$ cat config.mk
export PLATFORM = sky130hd
export DESIGN_NAME = game_progress_tracker
export DESIGN_NICKNAME = d
export VERILOG_FILES = /design/src/rtl/game_progress_tracker.sv
export SDC_FILE = /design/constraint.sdc
export NUM_CORES = 1
export LEC_CHECK = 0
export ABC_AREA = 0
export ABC_CLOCK_PERIOD_IN_PS = 7660
export CAP_MARGIN = 25
export CORE_UTILIZATION = 55
export DETAILED_ROUTE_END_ITERATION = 12
export PLACE_DENSITY = 0.91
export SLEW_MARGIN = 20
export SYNTH_ARGS = -nofsm -noshare
export SYNTH_HDL_FRONTEND = slang
export SYNTH_SLANG_ARGS = --single-unit
$ cat constraint.sdc
create_clock -name clk -period 7.66 [get_ports clk]
set_clock_uncertainty 0.2 [all_clocks]
set_input_delay 1.915 -clock clk [delete_from_list [all_inputs] [get_ports clk]]
set_output_delay 1.915 -clock clk [all_outputs]
set_load 0.1 [all_outputs]
$ cat src/rtl/game_progress_tracker.sv
// Per-game progress keeper: lives, 4-digit BCD score, wave and post-hit invulnerability.
// Tracks the game state machine via synchronised v_sync/state and raises game_over_trigger.
module game_progress_tracker #(
  parameter int START_LIVES   = 3,
  parameter int INVULN_FRAMES = 60,
  parameter int PTS_PER_ALIEN = 1,
  parameter int MAX_WAVE      = 7
) (
  input  logic        clk,
  input  logic        rst_n,
  input  logic        v_sync,
  input  logic [1:0]  state,
  input  logic        alien_hit,
  input  logic        player_hit,
  input  logic        aliens_cleared,
  input  logic        aliens_landed,
  output logic        game_over_trigger,
  output logic [1:0]  lives,
  output logic [15:0] score_bcd,
  output logic [2:0]  wave,
  output logic        invuln
);

  localparam logic [1:0] START_L  = 2'(START_LIVES);
  localparam logic [7:0] INVULN_T = 8'(INVULN_FRAMES);
  localparam logic [3:0] PTS      = 4'(PTS_PER_ALIEN);
  localparam logic [2:0] MAX_W    = 3'(MAX_WAVE);
  localparam logic [1:0] ST_GAME  = 2'd1;

  typedef enum logic [1:0] {IDLE, PLAY, DYING, OVER} fsm_e;

  fsm_e        fsm_q, fsm_d;
  logic        vs_s1_q, vs_s2_q, vs_prev_q;
  logic [1:0]  st_s1_q, st_s2_q, st_prev_q;
  logic [1:0]  lives_q, lives_d;
  logic [15:0] score_q, score_d;
  logic [2:0]  wave_q, wave_d;
  logic [7:0]  timer_q, timer_d;
  logic        gover_q, gover_d;

  logic frame_tick, game_start, in_game, active;

  // Adds pts to the units digit with decimal carry ripple; a carry out of thousands pins 9999.
  function automatic logic [15:0] bcd_add_sat(input logic [15:0] s, input logic [3:0] pts);
    logic [4:0]  sum;
    logic [3:0]  c;
    logic [15:0] r;
    r = s;
    c = pts;
    for (int i = 0; i < 4; i++) begin
      sum = {1'b0, s[4*i +: 4]} + {1'b0, c};
      if (sum > 5'd9) begin
        r[4*i +: 4] = 4'(sum - 5'd10);
        c = 4'd1;
      end else begin
        r[4*i +: 4] = sum[3:0];
        c = 4'd0;
      end
    end
    if (c != 4'd0) r = 16'h9999;
    return r;
  endfunction

  always_ff @(posedge clk or negedge rst_n) begin
    if (!rst_n) begin
      vs_s1_q   <= 1'b0;
      vs_s2_q   <= 1'b0;
      vs_prev_q <= 1'b0;
      st_s1_q   <= 2'd0;
      st_s2_q   <= 2'd0;
      st_prev_q <= 2'd0;
    end else begin
      vs_s1_q   <= v_sync;
      vs_s2_q   <= vs_s1_q;
      vs_prev_q <= vs_s2_q;
      st_s1_q   <= state;
      st_s2_q   <= st_s1_q;
      st_prev_q <= st_s2_q;
    end
  end

  assign frame_tick = vs_s2_q & ~vs_prev_q;
  assign in_game    = (st_s2_q == ST_GAME);
  assign game_start = in_game && (st_prev_q != ST_GAME);
  assign active     = ((fsm_q == PLAY) || (fsm_q == DYING)) && in_game;

  always_ff @(posedge clk or negedge rst_n) begin
    if (!rst_n) begin
      fsm_q   <= IDLE;
      lives_q <= 2'd0;
      score_q <= 16'h0000;
      wave_q  <= 3'd0;
      timer_q <= 8'd0;
      gover_q <= 1'b0;
    end else begin
      fsm_q   <= fsm_d;
      lives_q <= lives_d;
      score_q <= score_d;
      wave_q  <= wave_d;
      timer_q <= timer_d;
      gover_q <= gover_d;
    end
  end

  // Leaving GAME externally overrides everything; aliens_landed beats player_hit.
  always_comb begin
    fsm_d = fsm_q;
    case (fsm_q)
      IDLE:  if (game_start) fsm_d = PLAY;
      PLAY: begin
        if (!in_game)          fsm_d = IDLE;
        else if (aliens_landed) fsm_d = OVER;
        else if (player_hit)    fsm_d = (lives_q > 2'd1) ? DYING : OVER;
      end
      DYING: begin
        if (!in_game)                             fsm_d = IDLE;
        else if (aliens_landed)                   fsm_d = OVER;
        else if (frame_tick && timer_q == 8'd1)   fsm_d = PLAY;
      end
      OVER:  if (!in_game) fsm_d = IDLE;
      default: fsm_d = IDLE;
    endcase
  end

  always_comb begin
    lives_d = lives_q;
    score_d = score_q;
    wave_d  = wave_q;
    timer_d = timer_q;
    gover_d = (fsm_d == OVER);
    if (fsm_q == IDLE && game_start) begin
      lives_d = START_L;
      score_d = 16'h0000;
      wave_d  = 3'd0;
      timer_d = 8'd0;
    end else if (active) begin
      if (alien_hit)                          score_d = bcd_add_sat(score_q, PTS);
      if (aliens_cleared && wave_q < MAX_W)   wave_d  = wave_q + 3'd1;
      if (aliens_landed) begin
        lives_d = 2'd0;
      end else if (fsm_q == PLAY && player_hit) begin
        if (lives_q > 2'd1) begin
          lives_d = lives_q - 2'd1;
          timer_d = INVULN_T;
        end else begin
          lives_d = 2'd0;
        end
      end else if (fsm_q == DYING && frame_tick && timer_q != 8'd0) begin
        timer_d = timer_q - 8'd1;
      end
    end
  end

  assign game_over_trigger = gover_q;
  assign lives             = lives_q;
  assign score_bcd         = score_q;
  assign wave              = wave_q;
  assign invuln            = (fsm_q == DYING);

endmodule
======== After elaboration in Yosys (flattened, before gate mapping) ========
Cells that the tools add are included.
cells by class
  bitwise logic cells ..................... 2
  equal/unequal tests ..................... 9
  add/sub/neg operators ................... 11
  reduce and logical (&&, ||, !) cells .... 21
  order comparisons ....................... 6
  muxes and demuxes ....................... 48
operator list
  cell                                                           number
  2-to-1 mux 16 bit                                              4
  2-to-1 mux 4 bit                                               16
  2-to-1 mux 8 bit                                               6
  2-to-1 mux 2 bit                                               13
  greater-than comparator 5 x 4 -> 1 bit, second input constant  4
  subtractor 4 bit, second input constant                        4
  adder 4 x 4 -> 5 bit                                           3
  2-to-1 mux 3 bit                                               3
  == test 8 x 1 -> 1 bit, second input constant                  1
  logical AND 1 bit                                              8
  case mux 2 bit (4 select lines)                                1
  nonzero test 8 bit                                             1
  subtractor 8 x 1 -> 8 bit, second input constant               1
  == test 2 bit, second input constant                           3
  AND reduction 2 bit                                            3
  nonzero test 2 bit                                             3
  nonzero test 3 bit                                             2
  adder 4 x 1 -> 5 bit, second input constant                    1
  2-to-1 mux 1 bit                                               5
  == test 2 x 1 -> 1 bit, second input constant                  2
  != test 2 x 1 -> 1 bit, second input constant                  2
  AND reduction 4 bit                                            1
  nonzero test 4 bit                                             1
  adder 3 x 1 -> 3 bit, second input constant                    1
  other kinds (8)                                                8
word-level totals
  word-level logic and storage cells ...... 109
  flip-flop bits (word level) ............. 41
  input bits .............................. 9
  output and inout bits ................... 23

======== Longest topological paths before layout ========
Gate-level depths: netlist of the first run.
  depth after elaboration ................. 29
  mapped depth ............................ 26
  gate-level depth less buffers ........... 24

======== Worst setup path before layout of the first run ========
OpenSTA, ideal clock, no wires.
  path type ............................... reg2reg
  start ................................... register score_q[0], in the netlist score_bcd[0]
  end ..................................... register score_q[10], in the netlist score_bcd[10]
  arrival time ............................ 6.286 ns
  path buffers ............................ 3
  library setup time ...................... 0.064 ns
  cell stages (with the launch flop) ...... 27
  slack ................................... 1.109 ns
  clock period less this slack ............ 6.551 ns
  cell sequence ........................... dfrtp_1 ha_1 clkbuf_1 xnor2_1 ha_1 nand2b_1 a211o_1 o211ai_1 ha_1 ha_1 clkbuf_1 o21ai_0 or2_2 a21oi_1 ha_1 ha_1 clkbuf_1 nand2b_1 a31oi_1 nor3_1 ha_1 ha_1 or2_2 a21oi_1 o211ai_1 o32ai_1 a21o_1
between the ends
  cells in the longest elaborated chain, start to end .. 29
ends and longest elaborated chain
  what                                      RTL line  source
  start, declared                           36        logic [15:0] score_q, score_d;
  start signal, assigned                    98        score_q <= score_d;
  adder 4 x 1 -> 5 bit *                    51        sum = {1'b0, s[4*i +: 4]} + {1'b0, c};
  greater-than comparator 5 x 4 -> 1 bit *  52        if (sum > 5'd9) begin
  2-to-1 mux 1 bit *                        52
  2-to-1 mux 4 bit *                        137       if (alien_hit) score_d = bcd_add_sat(score_q, PTS);
  2-to-1 mux 4 bit *                        136       end else if (active) begin
  2-to-1 mux 4 bit *                        131       if (fsm_q == IDLE && game_start) begin
  adder 4 x 4 -> 5 bit *                    51
  greater-than comparator 5 x 4 -> 1 bit *  52
  [13 not listed]                           --
  2-to-1 mux 4 bit                          137
  2-to-1 mux 4 bit                          136
  2-to-1 mux 4 bit                          131
  nonzero test 4 bit                        60        if (c != 4'd0) r = 16'h9999;
  2-to-1 mux 16 bit *                       60
  2-to-1 mux 16 bit *                       137
  2-to-1 mux 16 bit *                       136
  2-to-1 mux 16 bit *                       131
Mark *: on every way between the ends. The rest lies on a longest branch, timed or not. The select of a mux whose other input is x is not followed.
A chain may end at the register's enable or synchronous reset.

======== Final worst setup path of the first run ========
Ends and elaborated chain as after synthesis.

==> out/qor.yml, run 1 <==
outcome: "completed"
synth.top_cells.by_area: "dfrtp_1 39%, ha_1 8.6%, a21oi_1 4.4%, o21ai_0 4.0%, nor2_1 3.9%"
grt_pass1_wl_um: 10110
fin_area_um2: 3050
setup_viol_count_final: 0
crit_fanout: 9
hold_viol: 0
cts_buffers: 5
tightest_slew_ns: 0.9842
netlist.area_leader.share_pct: 39.05
clock-sinks: 41
syn_area_um2: 2628
drt-initial-drc-count: 150
syn-num-nets: 323
gp_congestion: 0.9054
clk_path_buf_depth: 2
antenna_cells: 0
vias: 2371
yosysSeqAreaShare_pct: 39.05
core_um2: 4474
io_buffers: 31
ys_ff_latch: 41
fin_crit_ns: 6.553
regToRegEndpoint: "score_bcd[10]$_DFFE_PN0P_"
hold_class: "flip-flop to flip-flop"
cts_tree: "built"
synth_warnings: 0
whs_path_depth: 0
synth_top_area_cell: "dfrtp_1"
die_w_um: 71.12
overflow: 0
cts.repair_timing.setup_buffer_count: 0
crit_path_end_kind: "flip-flop"
reg2reg_from: "score_bcd[0]$_DFFE_PN0P_"
place_hpwl_um: 4051
min_to: "st_s2_q[0]$_DFF_PN0_"
period_share_pct: 85.55
avgViaCountPerCell: 6.374
fin_ws_ns: 1.107
clk_root_buffer_cell: "clkbuf_8"
row_count: 24
nNetsFinal: 346
syn_area_per_cell_um2: 8.877
slew_headroom_pct: 34.18
dp.cells: 363
reg2reg_depth: 24
startpoint: "score_bcd[0]$_DFFE_PN0P_"
path_class: "flip-flop to flip-flop"
stdcell_count: 372
wl_per_cell_um: 16.52
synthFlopType: "dfrtp_1"
drive_gt1_share_pct: 5.938
crit_required_ns: 7.69
hp-start: "st_s1_q[0]$_DFF_PN0_"
synth_edf_count: 0
first_pass_iters: 5
ctsHoldBuffers: 0
rsz0062_at_grt: "no"
totalWireLength_um: 6145
setup.worst_path.start_class: "flip-flop"
die_h_um: 71.12
ys_async_sr_fraction_pct: 100.0
syn2layout_area_growth_pct: 16.10
ys_types: 50
grt_usage_pct: 25.24
ir_worst_vdd_mv: 0.2435
grt_pass1_vias: 2233
final_antenna_net_count: 0
drc_errors: 0
clock_latency_ns: 0.29
tns_ns: 0
r2r_slack_ns: 1.11
crit_arrival_ns: 6.59
fmax_mhz: 152.6
clkTransAtPathRegs_ns: 0.08
io_pins: 32
die_area_um2: 5058
netlist_instances: 296
antenna_found_initial: 0
powerDensity_nw_per_um2: 293.9
dpl_worst_slack_ns: 1.387
cts.htree.levels: 2
initial_utilization_pct: 58.72
placed_cell_area_um2: 2935
drv_cap: 0
p_leak_nw: 1.271
grt_max_degree: 42
slew_violations: 0
post_cts_resized: 0
[flip-flops by register name, summed over array words and instances, names as in the netlist]
signal and cells:
st_s2_q 2, fsm_q 2, timer_q 8, st_s1_q 2, wave 3, game_over_trigger 1, vs_s1_q 1, lives 2
score_bcd 16, vs_prev_q 1, st_prev_q 2, vs_s2_q 1
[cells in the mapped netlist (all sizes together), types with 2 or more instances]
cell    count
a21o        4
a21oi      23
a22o        2
a311oi      5
a31o        2
a31oi       4
and3        4
buf         3
clkbuf     13
dfrtp      41
ha         18
inv        14
mux2i       3
nand2      17
nand2b      8
nand3       8
nand3b      2
nand4       5
nor2       27
nor2b       4
nor3       15
nor3b       2
nor4        2
o211ai      4
o21a        3
o21ai      21
o22ai       3
o31ai       5
o32ai       2
or2         3
or3         3
xnor2      11
[cell usage in the layout, fill, tap and decap left out, drive strengths merged, types with 4 or more instances in the layout]
| cell type | netlist | layout |
|---|---|---|
| a31oi | 4 | 4 |
| nand3 | 8 | 8 |
| and3 | 4 | 4 |
| nor2 | 27 | 27 |
| nand2b | 8 | 8 |
| nor2b | 4 | 4 |
| clkbuf | 13 | 6 |
| nand2 | 17 | 17 |
| dfrtp | 41 | 41 |
| xnor2 | 11 | 11 |
| o21ai | 21 | 21 |
| a21o | 4 | 4 |
| a21oi | 23 | 23 |
| o31ai | 5 | 5 |
| clkdlybuf4s50 | 0 | 30 |
| a311oi | 5 | 5 |
| o211ai | 4 | 4 |
| inv | 14 | 14 |
| nor3 | 15 | 15 |
| nand4 | 5 | 5 |
| ha | 18 | 18 |
[worst max-delay path: stages (launching register included)]
cell and delay (ns):
dfrtp_1 0.48, inv_1 0.08, ha_1 0.36, inv_1 0.12
ha_1 0.16, nand2b_1 0.06, a211o_1 0.32, o211ai_1 0.26
ha_1 0.30, ha_1 0.36, o21ai_0 0.14, or2_2 0.30
a21oi_1 0.28, ha_1 0.28, ha_1 0.37, o21a_1 0.20
nor2_1 0.05, nor3_1 0.39, ha_1 0.28, ha_1 0.25
or2_2 0.28, a21oi_1 0.21, o211ai_1 0.27, o32ai_1 0.33
a21o_1 0.15
[per-layer routing]
metal  up-vias  global-route usage [%]  wire (um)
li1       1117                       -          -
met1      1135                   32.56       2694
met2        99                   41.99       3030
met3        20                   4.701        303
met4         0                   10.44        116
met5         -                       0          0
[power breakdown]
part           switching [mW]  internal (mW)
Clock                  0.0769         0.0642
Combinational           0.315          0.136
Sequential             0.0552          0.249
Total                   0.447          0.449
[cells by family after synthesis]
family / share of synthesized area (%)
adder cells (fa/ha/maj): 8.572
multiplexers: 1.571
buffers and inverters: 4.381
AND/OR/NAND/NOR: 22.14
AO/OA/AOI/OAI: 20.29
XOR/XNOR: 4.000
flip-flops: 39.05
[stage by stage]
step	utilization, %	total power, mW	hold WS (ns)
finish	68.18	0.8965	0.1584
global route	68.18	0.9431	0.1640
CTS	67.56	0.8926	0.1618
detailed placement	65.60	0.7488	0.1358
global placement	65.60	0.7383	0.1312
floorplan	-	0.6459	0.1312
[area by class of cell]
cell class / instances / area (um2)
multi-input cells: 225 / 1486
fillers: 355 / 1424
flip-flops and latches: 41 / 1026
repair buffers: 32 / 332.8
clock buffers: 6 / 72.57
well taps: 52 / 65.06
inverters: 14 / 52.55
clock inverters: 2 / 15.01
[worst max-delay path by stage]
stage / endpoint / cells after the start
2_1_floorplan: score_bcd[10]$_DFFE_PN0P_ / 26
3_3_place_gp: score_bcd[6]$_DFFE_PN0P_ / 24
3_5_place_dp: score_bcd[10]$_DFFE_PN0P_ / 24
4_1_cts: score_bcd[10]$_DFFE_PN0P_ / 24
5_1_grt: score_bcd[10]$_DFFE_PN0P_ / 23
6_report: score_bcd[10]$_DFFE_PN0P_ / 24
Power figures use the tool's default switching activity.
==> run 2: changes to the inputs <==
--- a/config.mk
+++ b/config.mk
@@ -8,6 +8,7 @@
 export ABC_AREA = 0
 export ABC_CLOCK_PERIOD_IN_PS = 7660
 export CAP_MARGIN = 25
+export CORE_MARGIN = 1.5
 export CORE_UTILIZATION = 55
 export DETAILED_ROUTE_END_ITERATION = 12
 export PLACE_DENSITY = 0.91
==> run 2 against run 1 <==
Non-clock buffer count is 1 lower. Design area is 0.78% lower. Via count fell by 2.1%. Total power is 0.26% higher. Critical path depth fell by 1. Sequential power barely moved. Die area is 2.8% higher. Global-route usage decreased by 1.2 points. Register-to-register slack improved by 0.23 ns. Fmax increased by 3.7%. Hold slack lost 0.0012 ns. Largest power group unchanged. Combinational power down 0.9%.
==> out/qor.yml, run 2 (same netlist as run 1, synthesis figures left out) <==
io_buffers: 31
drv_cap: 0
ir_worst_vdd_mv: 0.2163
placed_cell_area_um2: 2935
core_um2: 4474
crit_path_top_delay_cell: "dfrtp_1"
ctsHoldBuffers: 0
crit_required_ns: 7.71
fin_ws_ns: 1.340
wl_per_cell_um: 16.02
dpl_worst_slack_ns: 1.454
row_count: 24
final_common_cell: "dfrtp_1"
grt_usage_pct: 24.07
cts.htree.levels: 2
hold_class: "flip-flop to flip-flop"
vias: 2322
totalWireLength_um: 5943
clkTransAtPathRegs_ns: 0.08
swShare_pct: 50.15
avgViaCountPerCell: 6.259
crit_buf_inv: 0
outcome: "completed"
initial_utilization_pct: 58.72
io_pins: 32
p_int_mw: 0.4481
hold_viol: 0
antenna_found_initial: 0
cts.repair_timing.setup_buffer_count: 0
cp_common_cell: "ha_1"
p_leak_nw: 1.269
fmax_mhz: 158.2
crit_fanout: 9
p_total_mw: 0.8988
antenna_cells: 0
setup_viol_count_final: 0
setup.worst_path.start_class: "flip-flop"
tns_ns: 0
largest_register_ffs: 16
tightest_slew_ns: 0.9857
drt-initial-drc-count: 181
clkPwrFrac_pct: 16.5
period_share_pct: 82.50
fin_crit_ns: 6.320
post_cts_resized: 0
fin_area_um2: 3027
first_pass_iters: 4
clock_latency_ns: 0.31
place_hpwl_um: 4238
die_area_um2: 5201
cts_buffers: 5
grt_max_degree: 42
pwr-share-seq_pct: 33.7
overflow: 0
final_cell_mix: "41 x dfrtp_1, 30 x clkdlybuf4s50_1, 27 x nor2_1, 23 x a21oi_1, 21 x o21ai_0"
pwr-share-comb_pct: 49.8
slew_violations: 0
clk_path_buf_depth: 2
nNetsFinal: 345
path_cells: "ha_1 > xnor2_1 > ha_1 > nand2b_1 > a211o_1 > o211ai_1 > ha_1 > ha_1 > o21ai_0 > or2_2 > a21oi_1 > ha_1 > ha_1 > o21a_1 > nor2_1 > nor3_1 > ha_1 > ha_1 > or2_2 > a21oi_1 > o211ai_1 > o32ai_1 > a21o_1"
die_w_um: 72.12
slew_headroom_pct: 34.08
drive_gt1_share_pct: 5.956
net-switching-power_mw: 0.4507
die_h_um: 72.12
crit_arrival_ns: 6.37
crit_path_end_kind: "flip-flop"
final_antenna_net_count: 0
clock-sinks: 41
powerDensity_nw_per_um2: 297.0
clk_root_buffer_cell: "clkbuf_8"
ff_latch_area_um2: 1026
drc_errors: 0
syn2layout_area_growth_pct: 15.19
grt_pass1_vias: 2189
cts_tree: "built"
gp_congestion: 0.9147
critPathMaxStageDelay_ns: 0.47
critPathTopFamily: "adder cells"
rsz0062_at_grt: "no"
num-fill-cells: 356
path_class: "flip-flop to flip-flop"
grt_pass1_wl_um: 9763
multi_input_area_um2: 1486
## run 2: cell count changes in the layout (fill, tap and decap cells not counted), sizes merged
cell	previous run	this run
buf	2	1
clkbuf	6	5
clkinv	0	3
clkinvlp	2	0
## run 2: layer usage
metal | wire length, um | GRT usage [%] | vias to the layer above
li1 | - | - | 1119
met1 | 2629 | 30.27 | 1122
met2 | 2898 | 39.61 | 69
met3 | 281 | 5.417 | 12
met4 | 133 | 11.11 | 0
met5 | 0 | 0 | -
## run 2: worst register-to-register path, stage by stage, from the launching register on
cell and delay (ns):
dfrtp_1 0.47, ha_1 0.35, xnor2_1 0.17, ha_1 0.17, nand2b_1 0.06, a211o_1 0.31
o211ai_1 0.24, ha_1 0.29, ha_1 0.34, o21ai_0 0.14, or2_2 0.29, a21oi_1 0.28
ha_1 0.28, ha_1 0.34, o21a_1 0.17, nor2_1 0.04, nor3_1 0.36, ha_1 0.29
ha_1 0.27, or2_2 0.28, a21oi_1 0.19, o211ai_1 0.28, o32ai_1 0.33, a21o_1 0.15
## run 2: power groups by stage
stage	registers, mW	logic [mW]	clock network [mW]
after floorplan	0.461	0.184	0
after global placement	0.303	0.435	0
after detailed placement	0.306	0.444	0
after CTS	0.302	0.446	0.151
after global routing	0.310	0.476	0.158
final	0.303	0.447	0.148
## run 2: final timing paths
kind | from | endpoint | slack (ns) | cells after the start
max | score_bcd[0]$_DFFE_PN0P_ | score_bcd[10]$_DFFE_PN0P_ | 1.34 | 23
min | st_s1_q[1]$_DFF_PN0_ | st_s2_q[1]$_DFF_PN0_ | 0.16 | 0
max reg2reg | score_bcd[0]$_DFFE_PN0P_ | score_bcd[10]$_DFFE_PN0P_ | 1.34 | 23
min reg2reg | st_s1_q[1]$_DFF_PN0_ | st_s2_q[1]$_DFF_PN0_ | 0.16 | 0
max in group asynchronous | rst_n | score_bcd[0]$_DFFE_PN0P_ | 5.15 | 1
min in group asynchronous | rst_n | timer_q[4]$_DFFE_PN0P_ | 1.53 | 1
## run 2: layout make-up
class,count,area share (%)
Multi-Input combinational cell,225,49.11
Sequential cell,41,33.90
Timing Repair Buffer,31,10.09
Clock buffer,5,2.274
Tap cell,52,2.150
Inverter,14,1.736
Clock inverter,3,0.7441
## run 2: per-stage QoR
step,hold slack (ns),instances,utilization (%)
5_1_grt,0.1692,371,67.65
2_1_floorplan,0.1312,296,-
3_5_place_dp,0.1410,363,65.60
6_report,0.1572,371,67.65
3_3_place_gp,0.1310,363,65.60
4_1_cts,0.1608,371,67.65
==> run 3: changes to the inputs <==
--- a/config.mk
+++ b/config.mk
@@ -6,7 +6,7 @@
 export NUM_CORES = 1
 export LEC_CHECK = 0
 export ABC_AREA = 0
-export ABC_CLOCK_PERIOD_IN_PS = 7660
+export ABC_CLOCK_PERIOD_IN_PS = 6600
 export CAP_MARGIN = 25
 export CORE_MARGIN = 1.5
 export CORE_UTILIZATION = 55
==> constraint.sdc (replaced) <==
create_clock -name clk -period 6.6 [get_ports clk]
set_clock_uncertainty 0.2 [all_clocks]
set_input_delay 1.65 -clock clk [delete_from_list [all_inputs] [get_ports clk]]
set_output_delay 1.65 -clock clk [all_outputs]
set_load 0.1 [all_outputs]
==> run 3 against run 2 <==
Critical path depth is 2 higher. Wire length is 3.8% higher. Die area is the same. Non-clock buffer count grew 2. Final cell count rose by 0.54%. Design area rose by 0.87%. Hold slack improved by 0.0015 ns. Register-to-register slack worse by 0.94 ns. Worst setup slack lost 0.94 ns. Global-route usage up 0.33 points. Combinational power grew 17%. Clock power grew 14%. Largest cell class unchanged.
==> out/qor.yml, run 3 (same netlist as run 1, synthesis figures left out) <==
clkTransAtPathRegs_ns: 0.09
place_hpwl_um: 4268
cts.htree.levels: 2
tns_ns: 0
fin_crit_ns: 6.201
largest_register_ffs: 16
grt_max_degree: 42
hold_class: "flip-flop to flip-flop"
whs_path_depth: 0
clock-sinks: 41
num-fill-cells: 333
post-route-util_pct: 68.23
crit_buf_inv: 3
ir_worst_vdd_mv: 0.2749
drive_gt1_share_pct: 7.477
fin_area_um2: 3053
critPathMaxStageDelay_ns: 0.46
final_cell_mix: "41 x dfrtp_1, 30 x clkdlybuf4s50_1, 27 x nor2_1, 22 x a21oi_1, 21 x o21ai_0"
cts_buffers: 5
critPathTopFamily: "adder cells"
die_w_um: 72.12
die_h_um: 72.12
first_pass_iters: 5
period_share_pct: 93.96
gp_congestion: 0.9148
core_um2: 4474
crit_required_ns: 6.64
slew_headroom_pct: 33.70
reg2reg_from: "score_bcd[0]$_DFFE_PN0P_"
cts_tree: "built"
syn2layout_area_growth_pct: 16.19
grt_usage_pct: 24.39
row_count: 24
vias: 2359
placed_cell_area_um2: 2935
powerDensity_nw_per_um2: 342.5
cp_common_cell: "ha_1"
clk_path_buf_depth: 2
reg2reg_depth: 25
antenna_found_initial: 0
setup.worst_path.start_class: "flip-flop"
setup_viol_count_final: 0
hold_viol: 0
die_area_um2: 5201
startpoint: "score_bcd[0]$_DFFE_PN0P_"
use_met3_pct: 4.722
drt-initial-drc-count: 143
dp.cells: 363
tightest_slew_ns: 0.9914
final_antenna_net_count: 0
slew_violations: 0
antenna_cells: 0
outcome: "completed"
hp-start: "st_s1_q[1]$_DFF_PN0_"
busiest_layer: "met2"
fmax_mhz: 161.3
drc_errors: 0
initial_utilization_pct: 58.72
dpl_worst_slack_ns: 0.4149
wl_per_cell_um: 16.53
fin_ws_ns: 0.3986
met2_usage_pct: 41.98
ctsHoldBuffers: 0
multi_input_area_um2: 1498
io_pins: 32
clock_latency_ns: 0.30
ff_latch_area_um2: 1026
crit_fanout: 9
io_buffers: 31
crit_path_end_kind: "flip-flop"
grt_pass1_wl_um: 9984
use_met1_pct: 31.35
crit_arrival_ns: 6.24
avgViaCountPerCell: 6.324
stdcell_count: 373
totalWireLength_um: 6166
drv_cap: 0
p_leak_nw: 1.275
final_common_cell: "dfrtp_1"
path_class: "flip-flop to flip-flop"
overflow: 0
nNetsFinal: 347
cp.depth: 25
clk_root_buffer_cell: "clkbuf_8"
crit_path_top_delay_cell: "dfrtp_1"
grt_pass1_vias: 2195
## run 3: power breakdown
group | leakage (nW) | switching, mW | internal (mW)
Clock | 0.0481 | 0.0942 | 0.0750
Sequential | 0.536 | 0.0633 | 0.289
Combinational | 0.691 | 0.367 | 0.157
Total | 1.27 | 0.524 | 0.521
## run 3: final timing paths
path / to / slack [ns]
min in group asynchronous: timer_q[6]$_DFFE_PN0P_ / 1.28
setup reg to reg: score_bcd[10]$_DFFE_PN0P_ / 0.40
setup / recovery: score_bcd[10]$_DFFE_PN0P_ / 0.40
hold reg to reg: st_s2_q[1]$_DFF_PN0_ / 0.16
max in group asynchronous: score_bcd[10]$_DFFE_PN0P_ / 4.34
hold / removal: st_s2_q[1]$_DFF_PN0_ / 0.16
## run 3: stage by stage
stage                     total power [mW]  hold slack (ns)
after CTS                            1.041           0.1609
after floorplan                     0.7496           0.1312
after global placement              0.8567           0.1310
after global routing                 1.101           0.1691
after detailed placement            0.8710           0.1410
final                                1.046           0.1587
## run 3: worst register-to-register path, stage by stage (launching register included)
cell	delay [ns]
dfrtp_1	0.46
inv_1	0.07
ha_1	0.36
inv_1	0.10
ha_1	0.14
nand2b_1	0.05
a211o_1	0.31
o211ai_1	0.24
ha_1	0.30
ha_2	0.36
nand2b_1	0.20
a31oi_1	0.25
a21oi_2	0.09
ha_1	0.23
ha_1	0.42
nand2b_1	0.16
a31oi_1	0.11
nor3_2	0.31
ha_1	0.26
ha_1	0.26
or2_2	0.28
a21oi_1	0.19
o211ai_1	0.28
buf_4	0.25
a21oi_1	0.14
a21o_1	0.10
## run 3: what timing repair did
action | 4_1_cts | 5_1_grt
resized for setup | 0 | 3
hold endpoints to repair | 0 | 0
buffers inserted | 0 | 2
endpoints found under the setup margin | 0 | 14
## run 3: layout make-up
| class | count | area share, % |
|---|---|---|
| multi-input cells | 225 | 49.06 |
| repair buffers | 33 | 10.49 |
| flip-flops and latches | 41 | 33.61 |
| clock inverters | 3 | 0.7377 |
| clock buffers | 5 | 2.254 |
| inverters | 14 | 1.721 |
| well taps | 52 | 2.131 |
## run 3: layer usage
| layer | wire [um] | vias up |
|---|---|---|
| met4 | 85 | 0 |
| met3 | 272 | 10 |
| met5 | 0 | - |
| met2 | 3118 | 76 |
| met1 | 2690 | 1151 |
| li1 | - | 1122 |
